`src/rtl/lsu_defs_pkg.sv`:
```
// rtl/lsu_defs_pkg.sv - shared encodings for the load/store unit
//
// Purpose: RISC-V funct3 size codes, FSM state encodings and the request
// legality check shared by the load/store unit and its lane aligner.
// Ports: none (package).

package lsu_defs;

  // RISC-V funct3 size codes
  localparam logic [2:0] LSU_B  = 3'b000;
  localparam logic [2:0] LSU_H  = 3'b001;
  localparam logic [2:0] LSU_W  = 3'b010;
  localparam logic [2:0] LSU_BU = 3'b100;
  localparam logic [2:0] LSU_HU = 3'b101;

  // FSM state encodings
  localparam logic [1:0] LSU_ST_IDLE  = 2'd0;
  localparam logic [1:0] LSU_ST_READ  = 2'd1;
  localparam logic [1:0] LSU_ST_WRITE = 2'd2;
  localparam logic [1:0] LSU_ST_DONE  = 2'd3;

  typedef enum logic [1:0] {
    ST_IDLE  = LSU_ST_IDLE,
    ST_READ  = LSU_ST_READ,
    ST_WRITE = LSU_ST_WRITE,
    ST_DONE  = LSU_ST_DONE
  } lsu_state_t;

  // A request is illegal if the size code is reserved, a store asks for an
  // unsigned size, or the address is not naturally aligned for the size.
  function automatic logic lsu_illegal(input logic       write,
                                       input logic [2:0] funct3,
                                       input logic [1:0] lane);
    logic bad;
    case (funct3)
      LSU_B:   bad = 1'b0;
      LSU_BU:  bad = write;
      LSU_H:   bad = lane[0];
      LSU_HU:  bad = write | lane[0];
      LSU_W:   bad = (lane != 2'b00);
      default: bad = 1'b1;
    endcase
    return bad;
  endfunction

endpackage

```
`src/rtl/lsu_lane_align.sv`:
```
// rtl/lsu_lane_align.sv - combinational load extraction and store merge
//
// Purpose: selects the byte/halfword lane of a memory word for loads
// (with sign or zero extension) and splices store data into a word for
// read-modify-write stores.
// Ports:
//   funct3       in   size code of the access
//   lane         in   byte address bits [1:0]
//   read_word    in   word returned by memory (load source)
//   base_word    in   previously read word (merge source)
//   store_data   in   right-justified store data
//   load_data    out  extended load result
//   merged_word  out  word to write back to memory

module lsu_lane_align
  import lsu_defs::*;
#(
  parameter int DATA_WIDTH = 32
) (
  input  logic [2:0]            funct3,
  input  logic [1:0]            lane,
  input  logic [DATA_WIDTH-1:0] read_word,
  input  logic [DATA_WIDTH-1:0] base_word,
  input  logic [DATA_WIDTH-1:0] store_data,
  output logic [DATA_WIDTH-1:0] load_data,
  output logic [DATA_WIDTH-1:0] merged_word
);

  logic [7:0]  byte_sel;
  logic [15:0] half_sel;

  always_comb begin
    byte_sel = read_word[{lane, 3'b000} +: 8];
    half_sel = lane[1] ? read_word[31:16] : read_word[15:0];

    case (funct3)
      LSU_B:   load_data = {{24{byte_sel[7]}}, byte_sel};
      LSU_BU:  load_data = {24'b0, byte_sel};
      LSU_H:   load_data = {{16{half_sel[15]}}, half_sel};
      LSU_HU:  load_data = {16'b0, half_sel};
      default: load_data = read_word;
    endcase
  end

  // Untouched lanes keep the value read from memory.
  always_comb begin
    merged_word = base_word;
    case (funct3)
      LSU_B: merged_word[{lane, 3'b000} +: 8] = store_data[7:0];
      LSU_H: begin
        if (lane[1]) merged_word[31:16] = store_data[15:0];
        else         merged_word[15:0]  = store_data[15:0];
      end
      default: merged_word = store_data;
    endcase
  end

endmodule

```
`src/rtl/load_store_unit.sv`:
```
// rtl/load_store_unit.sv - multi-cycle load/store initiator
//
// Purpose: accepts one byte/halfword/word load or store, drives a
// word-addressed memory, extends loads and performs sub-word stores as
// read-modify-write. Illegal or misaligned requests finish with an error
// and never strobe memory.
// Ports:
//   clk, reset          clock, synchronous active-high reset
//   Req_i               request strobe (sampled only when idle)
//   Write_i             1 = store, 0 = load
//   Funct3_i            RISC-V size code
//   Address_i           byte address
//   Store_Data_i        right-justified store data
//   Busy_o              access in progress, through the Done cycle
//   Done_o, Error_o     completion pulse and its error flag
//   Load_Data_o         extended result of the last good load
//   Mem_Read_o          memory read enable
//   Mem_Write_o         memory write enable
//   Mem_Address_o       word-aligned memory address
//   Mem_Write_Data_o    word to write (0 when not writing)
//   Mem_Read_Data_i     combinational memory read word

module load_store_unit
  import lsu_defs::*;
#(
  parameter int DATA_WIDTH = 32
) (
  input  logic                  clk,
  input  logic                  reset,
  input  logic                  Req_i,
  input  logic                  Write_i,
  input  logic [2:0]            Funct3_i,
  input  logic [DATA_WIDTH-1:0] Address_i,
  input  logic [DATA_WIDTH-1:0] Store_Data_i,
  output logic                  Busy_o,
  output logic                  Done_o,
  output logic                  Error_o,
  output logic [DATA_WIDTH-1:0] Load_Data_o,
  output logic                  Mem_Read_o,
  output logic                  Mem_Write_o,
  output logic [DATA_WIDTH-1:0] Mem_Address_o,
  output logic [DATA_WIDTH-1:0] Mem_Write_Data_o,
  input  logic [DATA_WIDTH-1:0] Mem_Read_Data_i
);

  lsu_state_t            state;
  logic                  write_q;
  logic [2:0]            funct3_q;
  logic [1:0]            lane_q;
  logic [DATA_WIDTH-1:0] store_q;
  logic [DATA_WIDTH-1:0] merge_q;
  logic                  err_q;

  logic                  req_illegal;
  logic [DATA_WIDTH-1:0] load_ext;
  logic [DATA_WIDTH-1:0] merged;

  assign req_illegal = lsu_illegal(Write_i, Funct3_i, Address_i[1:0]);

  // Loads extract from the live memory word; stores merge into the word
  // captured during READ.
  lsu_lane_align #(
    .DATA_WIDTH (DATA_WIDTH)
  ) u_lane_align (
    .funct3      (funct3_q),
    .lane        (lane_q),
    .read_word   (Mem_Read_Data_i),
    .base_word   (merge_q),
    .store_data  (store_q),
    .load_data   (load_ext),
    .merged_word (merged)
  );

  always_ff @(posedge clk) begin
    if (reset) begin
      state         <= ST_IDLE;
      write_q       <= 1'b0;
      funct3_q      <= LSU_B;
      lane_q        <= 2'b00;
      store_q       <= '0;
      merge_q       <= '0;
      err_q         <= 1'b0;
      Load_Data_o   <= '0;
      Mem_Address_o <= '0;
    end else begin
      case (state)
        ST_IDLE: begin
          if (Req_i) begin
            write_q       <= Write_i;
            funct3_q      <= Funct3_i;
            lane_q        <= Address_i[1:0];
            store_q       <= Store_Data_i;
            err_q         <= req_illegal;
            Mem_Address_o <= {Address_i[DATA_WIDTH-1:2], 2'b00};
            if (req_illegal)
              state <= ST_DONE;
            else if (Write_i && (Funct3_i == LSU_W))
              state <= ST_WRITE;  // full-word store needs no read
            else
              state <= ST_READ;   // loads and sub-word stores read first
          end
        end
        ST_READ: begin
          if (write_q) begin
            merge_q <= Mem_Read_Data_i;
            state   <= ST_WRITE;
          end else begin
            Load_Data_o <= load_ext;
            state       <= ST_DONE;
          end
        end
        ST_WRITE: state <= ST_DONE;
        ST_DONE:  state <= ST_IDLE;
        default:  state <= ST_IDLE;
      endcase
    end
  end

  // Strobes and status decode directly from the registered state, so a
  // write in progress at a reset edge is still seen by memory on that edge.
  assign Busy_o      = (state != ST_IDLE);
  assign Done_o      = (state == ST_DONE);
  assign Error_o     = (state == ST_DONE) && err_q;
  assign Mem_Read_o  = (state == ST_READ);
  assign Mem_Write_o = (state == ST_WRITE);

  assign Mem_Write_Data_o = Mem_Write_o ? merged : '0;

endmodule

```
`config.mk`:
```
export PLATFORM = sky130hd
export DESIGN_NAME = load_store_unit
export DESIGN_NICKNAME = d
export VERILOG_FILES = /design/src/rtl/lsu_defs_pkg.sv /design/src/rtl/lsu_lane_align.sv /design/src/rtl/load_store_unit.sv
export SDC_FILE = /design/constraint.sdc
export NUM_CORES = 1
export LEC_CHECK = 0
export CORE_ASPECT_RATIO = 1.75
export CORE_MARGIN = 3
export CORE_UTILIZATION = 43
export DETAILED_ROUTE_END_ITERATION = 6
export PLACE_DENSITY = 0.8
export SLEW_MARGIN = 20
export SYNTH_ARGS = -nofsm -noshare
export SYNTH_HDL_FRONTEND = slang
export SYNTH_SLANG_ARGS = --single-unit
```
`constraint.sdc`:
```
create_clock -name clk -period 2.3 [get_ports clk]
set_input_delay 0.46 -clock clk [delete_from_list [all_inputs] [get_ports clk]]
set_output_delay 0.46 -clock clk [all_outputs]
set_load 0.1 [all_outputs]
```
==> After elaboration in Yosys (flattened, before gate mapping) <==
Cells that the tools add are included.
Widths: inputs -> output; s select.
{ "classes": {"addsub": 1, "n_mul": 0, "n_div": 0, "order_cmp": 0, "n_eq_ne": 11, "shift": 3, "muxes": 13, "bitwise": 2, "reduce_logical": 10} }
{ "op_table": {"columns": ["op", "count"], "rows": [
  ["$pmux 32 s4", 1],
  ["$pmux 32 s2", 1],
  ["$mux 16", 3],
  ["$bwmux 32", 1],
  ["$mux 32", 1],
  ["$shift 8x7->32 const A", 1],
  ["$shiftx 32x6->8", 1],
  ["$shiftx 8x7->32", 1],
  ["$eq 3x3->1 const B", 4],
  ["$pmux 2 s4", 1],
  ["$neg 5->7", 1],
  ["$eq 3x1->1 const B", 2],
  ["$logic_not 3->1", 2],
  ["$mux 2", 3],
  ["$reduce_and 2->1", 3],
  ["$pmux 1 s5", 1],
  ["$eq 2x2->1 const B", 2],
  ["$reduce_bool 2->1", 2],
  ["$eq 3x2->1 const B", 1],
  ["$eq 2x1->1 const B", 1],
  ["$logic_and 1x1->1", 2],
  ["$logic_not 2->1", 1],
  ["$ne 2x2->1 const B", 1],
  ["$mux 1", 1],
  ["2 further kinds", 2]
]} }
{ "totals": {"regBits": 135, "latch_bits": 0, "ramBits": 0, "mem_bits_ro": 0, "input_bits": 103, "output_inout_bits": 101, "wordCells": 49, "n_memories": 0} }

==> Logic depth before layout (Yosys ltp) <==
Gate-level depths: netlist of the first run.
{ "logic_depth": {"depth_word": 6, "mapped_depth": 8, "depth_no_buf": 6} }

==> By module <==
Synthesis of the first run repeated with hierarchy kept, for this count alone.
{ "hier_totals": {"cells_unflattened": 941, "hier_area_um2": 6815.3} }
{ "by_module_without_submodules": {"columns": ["mod", "instances", "cells_each", "area_each_um2", "seq_area_each_um2"], "rows": [
  ["load_store_unit", 1, 645, 5041.1, 2702.6],
  ["lsu_lane_align", 1, 296, 1774.2, 0.0]
]} }

==> Worst setup path before layout of the first run <==
No wires, ideal clock.
{ "synth_path": {"path_kind": "flip-flop to output port", "startpoint": "register state[0]", "endpoint": "output Mem_Write_Data_o[16]", "arrival_ps": 3868, "required_time_ps": 1840, "path_slack_ps": -2028, "stages_incl_launch_ff": 5, "path_buffers": 0, "cell_sequence": "dfxtp_1 > inv_1 > ha_1 > clkinv_1 > nor3_1"} }
{ "synth_via": {"elab_chain_len": 2} }
{ "synth_lines": {"columns": ["item", "line", "text"], "rows": [
  ["start: declaration", "load_store_unit.sv:46", "lsu_state_t state;"],
  ["start signal: assignment", "load_store_unit.sv:76", "state <= ST_IDLE;"],
  ["start signal: assignment", "load_store_unit.sv:96", "state <= ST_DONE;"],
  ["start signal: assignment", "load_store_unit.sv:98", "state <= ST_WRITE;"],
  ["$eq 2x2->1", "load_store_unit.sv:125", "assign Mem_Write_o = (state == ST_WRITE);"],
  ["net Mem_Write_o", "load_store_unit.sv:40", "output logic Mem_Write_o,"],
  ["$mux 32", "load_store_unit.sv:127", "assign Mem_Write_Data_o = Mem_Write_o ? merged : '0;"],
  ["end: declaration", "load_store_unit.sv:42", "output logic [DATA_WIDTH-1:0] Mem_Write_Data_o,"]
]} }
The timed path passes the listed nets, and every way through them passes these cells.

==> Worst setup path after layout of the first run <==
{ "layout_path": {"startpoint": "register lane_q[0]", "endpoint": "output Mem_Write_Data_o[23]"} }
{ "layout_via": {"elab_chain_len": 5} }
{ "layout_lines": {"columns": ["item", "line", "text"], "rows": [
  ["start: declaration", "load_store_unit.sv:49", "logic [1:0] lane_q;"],
  ["start signal: assignment", "load_store_unit.sv:91", "lane_q <= Address_i[1:0];"],
  ["$neg 5->7 *", "lsu_lane_align.sv:49", "LSU_B: merged_word[{lane, 3'b000} +: 8] = store_data[7:0];"],
  ["$shiftx 8x7->32 or $shift 8x7->32 (tied branches)", "lsu_lane_align.sv:49", null],
  ["$bwmux 32 *", "lsu_lane_align.sv:49", null],
  ["$pmux 32 s2 *", "lsu_lane_align.sv:48", "case (funct3)"],
  ["$mux 32 *", "load_store_unit.sv:127", null]
]} }
Every way passes the cells marked *; elsewhere a longest branch is shown, timed or not.

==> impl_metrics.env, run 1 <==
export IMPL_status="complete, but fails checks"
export IMPL_violations="DRC, setup timing"
export IMPL_core_um2=15000
export IMPL_start_util_pct=44.0
export IMPL_clk_pin_slew_ps=70
export IMPL_place_congestion=0.967
export IMPL_grt_ovfl_total=0
export IMPL_syn_inst=865
export IMPL_drive_above_1_share_pct=25.6
export IMPL_required_ps=1840
export IMPL_max_freq_mhz=377
export IMPL_htree_levels=4
export IMPL_switching_power_mw=6.62
export IMPL_avgSynthCellArea_um2=7.62
export IMPL_ctsRootBufferMaster="clkbuf_16"
export IMPL_hold_path_class="reg2reg"
export IMPL_clk_path_buf_depth=2
export IMPL_synth_seq_cells=135
export IMPL_ir_drop_v=0.000769
export IMPL_final_area_um2=10500
export IMPL_fin_crit_sh_pct=115
export IMPL_antenna_found_initial=0
export IMPL_pwr_share_clk_pct=23.0
export IMPL_max_cap_violations=0
export IMPL_ioPinCount=204
export IMPL_vias=7389
export IMPL_cp_arrival_ps=2190
export IMPL_die_height_um=170
export IMPL_ys_async_sr_fraction_pct=0
export IMPL_synth_distinct_cells=54
export IMPL_met2_usage_pct=52.3
export IMPL_cts_buffers=17
export IMPL_drt_wl_total_um=25000
export IMPL_grt_use_met3_pct=6.36
export IMPL_synth_edf_count=0
export IMPL_nNetsFinal=1184
export IMPL_place_hpwl_um=18000
export IMPL_power_density_nw_per_um2=1260
export IMPL_worst_setup_path_start_kind="flip-flop"
export IMPL_critPathKind="reg2out"
export IMPL_finalMaxSlewViolations=0
export IMPL_power_frac_seq_pct=24.0
export IMPL_ant_nets=0
export IMPL_syn_to_final_growth_pct=59.1
export IMPL_cp_max_fo=6
export IMPL_cts_sinks=135
export IMPL_final_hold_viol_count=0
export IMPL_synth_seq_area_share_pct=41.0
export IMPL_final_setup_skew_ps=13.2
export IMPL_fin_util_pct=70.0
export IMPL_finalPower_mw=13.3
export IMPL_mostFrequentLayoutCell="nand2_1"
export IMPL_maxSlewHeadroom_pct=60.1
export IMPL_ys_top_cells_by_area="dfxtp_1 (41%), nand2_1 (15%), a21oi_1 (9.4%)"
export IMPL_grt_pass1_vias=7238
export IMPL_rsz0062_at_grt="true"
export IMPL_cts_tree="built"
export IMPL_rows=59
export IMPL_yosysTopAreaCell="dfxtp_1"
export IMPL_timing_final_crit_period_ps=2650
export IMPL_grt_usage_pct=29.4
export IMPL_finalSetupViolCount=32
export IMPL_use_met1_pct=31.8
export IMPL_die_area_um2=16900
export IMPL_dieWidth_um=99.6
export IMPL_grt_max_degree=57
export IMPL_grt_first_pass_wirelength_um=39000
export IMPL_io_buffers=201
export IMPL_synth_flop_cell="dfxtp_1"
export IMPL_setup_tns_ps=-9060
export IMPL_worst_slew_pin_slew_ps=599
export IMPL_sw_frac_of_total_pct=49.9
export IMPL_cp_end_kind="output pin"
export IMPL_mostFrequentLayoutCells="nand2_1 (254), dfxtp_1 (132), a21oi_1 (118)"
export IMPL_synth_top_area_share_pct=41.0
export IMPL_top_usage_layer="met2"
export IMPL_wire_per_inst_um=19.8
export IMPL_dr_pass1_iters=7
export IMPL_fin_ws_ps=-350
export IMPL_placed_area_um2=9660
export IMPL_internal_power_mw=6.64
export IMPL_combPwrFrac_pct=53.0
export IMPL_yosysWarnings=0
export IMPL_leakage_nw=3.83
export IMPL_diodes=0
export IMPL_insertion_delay_ps=420
export IMPL_drt_iter0_markers=527
export IMPL_vias_per_cell=5.83
export IMPL_syn_area_um2=6600
export IMPL_drc=1
kinds of logic after synthesis:
logic type,Yosys count,synth area share [%]
flops,135,41.0
mux,21,4.02
buf+inv,98,6.41
simple gates,334,21.3
fa+ha+maj,10,1.90
compound gates,266,25.3
other cells,1,0.0569
layout make-up:
cell class	count	area [um^2]
Clock inverter	14	213
Sequential cell	135	2710
Clock buffer	18	429
Inverter	26	120
Tap cell	183	229
Multi-Input combinational cell	633	4100
Fill cell	1095	4490
Timing Repair Buffer	258	2700
path summary, 6_finish.rpt:
check / start / end / slack [ps] / depth (start not counted)
max: lane_q[0]$_SDFFE_PP0P_ / Mem_Write_Data_o[23] / -350 / 8
min: Mem_Address_o[5]$_SDFFE_PP0P_ / Mem_Address_o[5]$_SDFFE_PP0P_ / 450 / 2
max reg2reg: lane_q[0]$_SDFFE_PP0P_ / Load_Data_o[1]$_SDFFE_PP0P_ / 370 / 6
min reg2reg: Mem_Address_o[5]$_SDFFE_PP0P_ / Mem_Address_o[5]$_SDFFE_PP0P_ / 450 / 2
stage by stage:
| stage | cells | worst slack (ps) | hold WS, ps |
|---|---|---|---|
| 2_1_floorplan | 866 | -343 | 432 |
| 3_3_place_gp | 1227 | 101 | 440 |
| 3_5_place_dp | 1227 | 41.8 | 447 |
| 4_1_cts | 1265 | -369 | 456 |
| 5_1_grt | 1267 | -395 | 476 |
| 6_report | 1267 | -350 | 455 |
state kept, by name, summed over array words and instances, names as in the netlist:
| register | count |
|---|---|
| lane_q | 2 |
| Mem_Address_o | 30 |
| state | 2 |
| err_q | 1 |
| funct3_q | 3 |
| Load_Data_o | 32 |
| merge_q | 32 |
| store_q | 32 |
| write_q | 1 |
power groups by stage:
stage	clock (mW)	combinational, mW	sequential [mW]
floorplan	0	2.88	5.32
global placement	0	6.82	3.20
detailed placement	0	6.87	3.21
CTS	3.06	6.98	3.17
global route	3.17	7.35	3.23
finish	3.05	7.03	3.19
critical path, stage by stage (launching register included):
cell,delay (ps)
dfxtp_2,360
inv_4,50
ha_4,280
buf_4,110
nand4bb_4,130
nor2_4,240
a221oi_2,110
nor3_4,280
buf_12,210
cell usage after synthesis, drive strengths merged, types with 3 or more instances:
cell,count
nor3,10
o22ai,23
o41ai,4
mux2,5
nand3,3
o21ai,25
clkbuf,39
a221oi,15
a22oi,14
dfxtp,135
nand3b,4
mux2i,13
o31ai,3
nand2b,3
a211oi,20
o2bb2ai,9
a22o,8
nor2,35
a211o,3
nand2,256
or3,4
nor3b,7
ha,10
and2,4
a21oi,125
inv,24
buf,33
a221o,7
mux4,3
what timing repair did:
item,4_1_cts,5_1_grt
gates resized for setup,20,8
pin swaps,26,4
gates cloned,0,0
hold buffers,0,0
setup buffers,6,2
setup endpoints to repair,32,32
per-layer routing:
metal / vias to the layer above / part of all wire (%)
li1: 3432 / -
met1: 3428 / 35
met2: 425 / 52
met3: 104 / 8.2
met4: 0 / 5.7
met5: - / 0
(Power assumes the default switching activity.)
==> inputs of run 2 (changes only) <==
--- a/config.mk
+++ b/config.mk
@@ -10,7 +10,7 @@
 export CORE_UTILIZATION = 43
 export DETAILED_ROUTE_END_ITERATION = 6
 export PLACE_DENSITY = 0.8
-export SLEW_MARGIN = 20
+export RECOVER_POWER = 100
 export SYNTH_ARGS = -nofsm -noshare
 export SYNTH_HDL_FRONTEND = slang
 export SYNTH_SLANG_ARGS = --single-unit
==> impl_metrics.env, run 2 (same netlist as run 1, synthesis figures left out) <==
export IMPL_crit_top_cell="buf_12"
export IMPL_max_stage_delay_ps=340
export IMPL_top_regs="Load_Data_o: 32 flops, merge_q: 32 flops, store_q: 32 flops"
export IMPL_vias_per_cell=5.84
export IMPL_crit_end="Mem_Write_Data_o[6]"
export IMPL_clk_pin_slew_ps=60
export IMPL_place_hpwl_um=18000
export IMPL_die_height_um=170
export IMPL_grt_usage_pct=29.4
export IMPL_ff2ff_setup_slack_ps=160
export IMPL_reg2reg_from="state[1]$_SDFFE_PP0P_"
export IMPL_cp_arrival_ps=2190
export IMPL_max_freq_mhz=377
export IMPL_crit_start="lane_q[0]$_SDFFE_PP0P_"
export IMPL_path_cells="inv_4 > ha_1 > inv_1 > o31ai_1 > o211a_2 > buf_12 > a22o_4 > buf_12"
export IMPL_grt_pass1_vias=7238
export IMPL_drc=0
export IMPL_max_cap_violations=0
export IMPL_drive_above_1_share_pct=25.4
export IMPL_cp_end_kind="output pin"
export IMPL_mostFrequentLayoutCell="nand2_1"
export IMPL_violations="setup timing"
export IMPL_status="complete, but fails checks"
export IMPL_htree_levels=4
export IMPL_crit_family="compound AO/OA/AOI/OAI gates"
export IMPL_grt_ovfl_total=0
export IMPL_cp_max_fo=8
export IMPL_rows=59
export IMPL_place_congestion=0.967
export IMPL_cts_buffers=17
export IMPL_grt_max_degree=57
export IMPL_slowest_stage="dfxtp_2"
export IMPL_whs_ps=454
export IMPL_cts_tree="built"
export IMPL_vias=7399
export IMPL_finalSetupViolCount=32
export IMPL_worst_path_stages=8
export IMPL_ir_drop_v=0.000750
export IMPL_core_um2=15000
export IMPL_antenna_found_initial=0
export IMPL_nNetsFinal=1184
export IMPL_die_area_um2=16900
export IMPL_maxSlewHeadroom_pct=27.7
export IMPL_start_util_pct=44.0
export IMPL_grt_first_pass_wirelength_um=39000
export IMPL_clk_path_buf_depth=2
export IMPL_hold_path_class="reg2reg"
export IMPL_setup_tns_ps=-9060
export IMPL_timing_final_crit_period_ps=2650
export IMPL_power_density_nw_per_um2=1260
export IMPL_wire_per_inst_um=19.7
export IMPL_insertion_delay_ps=420
export IMPL_io_buffers=201
export IMPL_final_setup_skew_ps=12.9
export IMPL_cp_num_buf_inv=4
export IMPL_drt_wl_total_um=24900
export IMPL_leakage_nw=3.77
export IMPL_fin_ws_ps=-350
export IMPL_worst_setup_path_start_kind="flip-flop"
export IMPL_critPathKind="reg2out"
export IMPL_r2r_end="store_q[16]$_SDFFE_PP0P_"
export IMPL_rsz0062_at_grt="true"
export IMPL_finalMaxSlewViolations=0
export IMPL_hold_buffers=0
export IMPL_drt_iter0_markers=510
export IMPL_cts_sinks=135
export IMPL_fin_crit_sh_pct=115
export IMPL_syn_to_final_growth_pct=56.3
export IMPL_mostFrequentLayoutCells="nand2_1 (255), dfxtp_1 (132), a21oi_1 (118)"
export IMPL_ant_nets=0
export IMPL_final_hold_viol_count=0
export IMPL_ctsRootBufferMaster="clkbuf_16"
export IMPL_dr_pass1_iters=6
export IMPL_dieWidth_um=99.6
export IMPL_diodes=0
export IMPL_ioPinCount=204
export IMPL_worst_slew_pin_slew_ps=1080
export IMPL_required_ps=1840
export IMPL_ff2ff_path_depth=6
==> run 2: changes by cell type in the layout (fill, tap and decap cells not counted) <==
cell,previous run,this run
clkbuf_2,0,65
nand2_1,254,255
and2_0,0,2
and2_2,2,1
and2_1,1,0
buf_4,114,49
buf_12,40,39
nand2_2,2,1
clkbuf_1,1,2
==> run 2: worst register-to-register path, cell delays in order (launching register included) <==
cell and delay (ps):
dfxtp_1 420, inv_1 120, ha_1 240, nand2_1 90, clkbuf_2 820, nand2_1 180, a21oi_1 200
==> run 2: repair_timing <==
action	CTS	global route
gates resized for setup	20	8
endpoints found under the setup margin	32	32
buffers inserted	6	2
pin swaps	26	4
==> run 2: cell type report <==
class                      count  area [um^2]
multi-input combinational    633         4090
clock buffer                  18          429
clock inverter                14          213
inverter                      26          120
timing repair buffer         258         2520
sequential                   135         2710
fill                        1133         4670
tap                          183          229
==> run 2: layer usage <==
metal  share of wire (%)  track usage, %  vias up
li1                    -               -     3431
met1                  34            31.8     3423
met2                  52            52.3      439
met3                 8.1            6.36      106
met4                 5.9            16.5        0
met5                   0               0        -
==> run 2: worst min-delay path by stage <==
| stage | startpoint | endpoint | cells after the start |
|---|---|---|---|
| final | Mem_Address_o[5]$_SDFFE_PP0P_ | Mem_Address_o[5]$_SDFFE_PP0P_ | 2 |
| after global routing | merge_q[20]$_SDFFE_PP0P_ | merge_q[20]$_SDFFE_PP0P_ | 2 |
| after CTS | Mem_Address_o[5]$_SDFFE_PP0P_ | Mem_Address_o[5]$_SDFFE_PP0P_ | 2 |
| after detailed placement | Mem_Address_o[5]$_SDFFE_PP0P_ | Mem_Address_o[5]$_SDFFE_PP0P_ | 2 |
| after global placement | store_q[26]$_SDFFE_PP0P_ | store_q[26]$_SDFFE_PP0P_ | 2 |
| after floorplan | err_q$_SDFFE_PP0P_ | err_q$_SDFFE_PP0P_ | 2 |
==> run 2: where the power goes <==
group	total, mW	leakage, nW	switching [mW]	internal [mW]
clock network	3.04	0.308	1.18	1.86
logic	6.79	2.35	5.04	1.75
registers	3.18	1.10	0.367	2.81
==> run 2: per-stage QoR <==
stage	power [mW]	worst slack, ps	utilization, %	cells	area, um^2
2_1_floorplan	8.20	-343	-	866	7140
3_3_place_gp	10.0	101	64.5	1227	9660
3_5_place_dp	10.1	41.8	64.5	1227	9660
4_1_cts	13.2	-369	69.7	1265	10400
5_1_grt	13.5	-395	68.8	1267	10300
6_report	13.0	-350	68.8	1267	10300
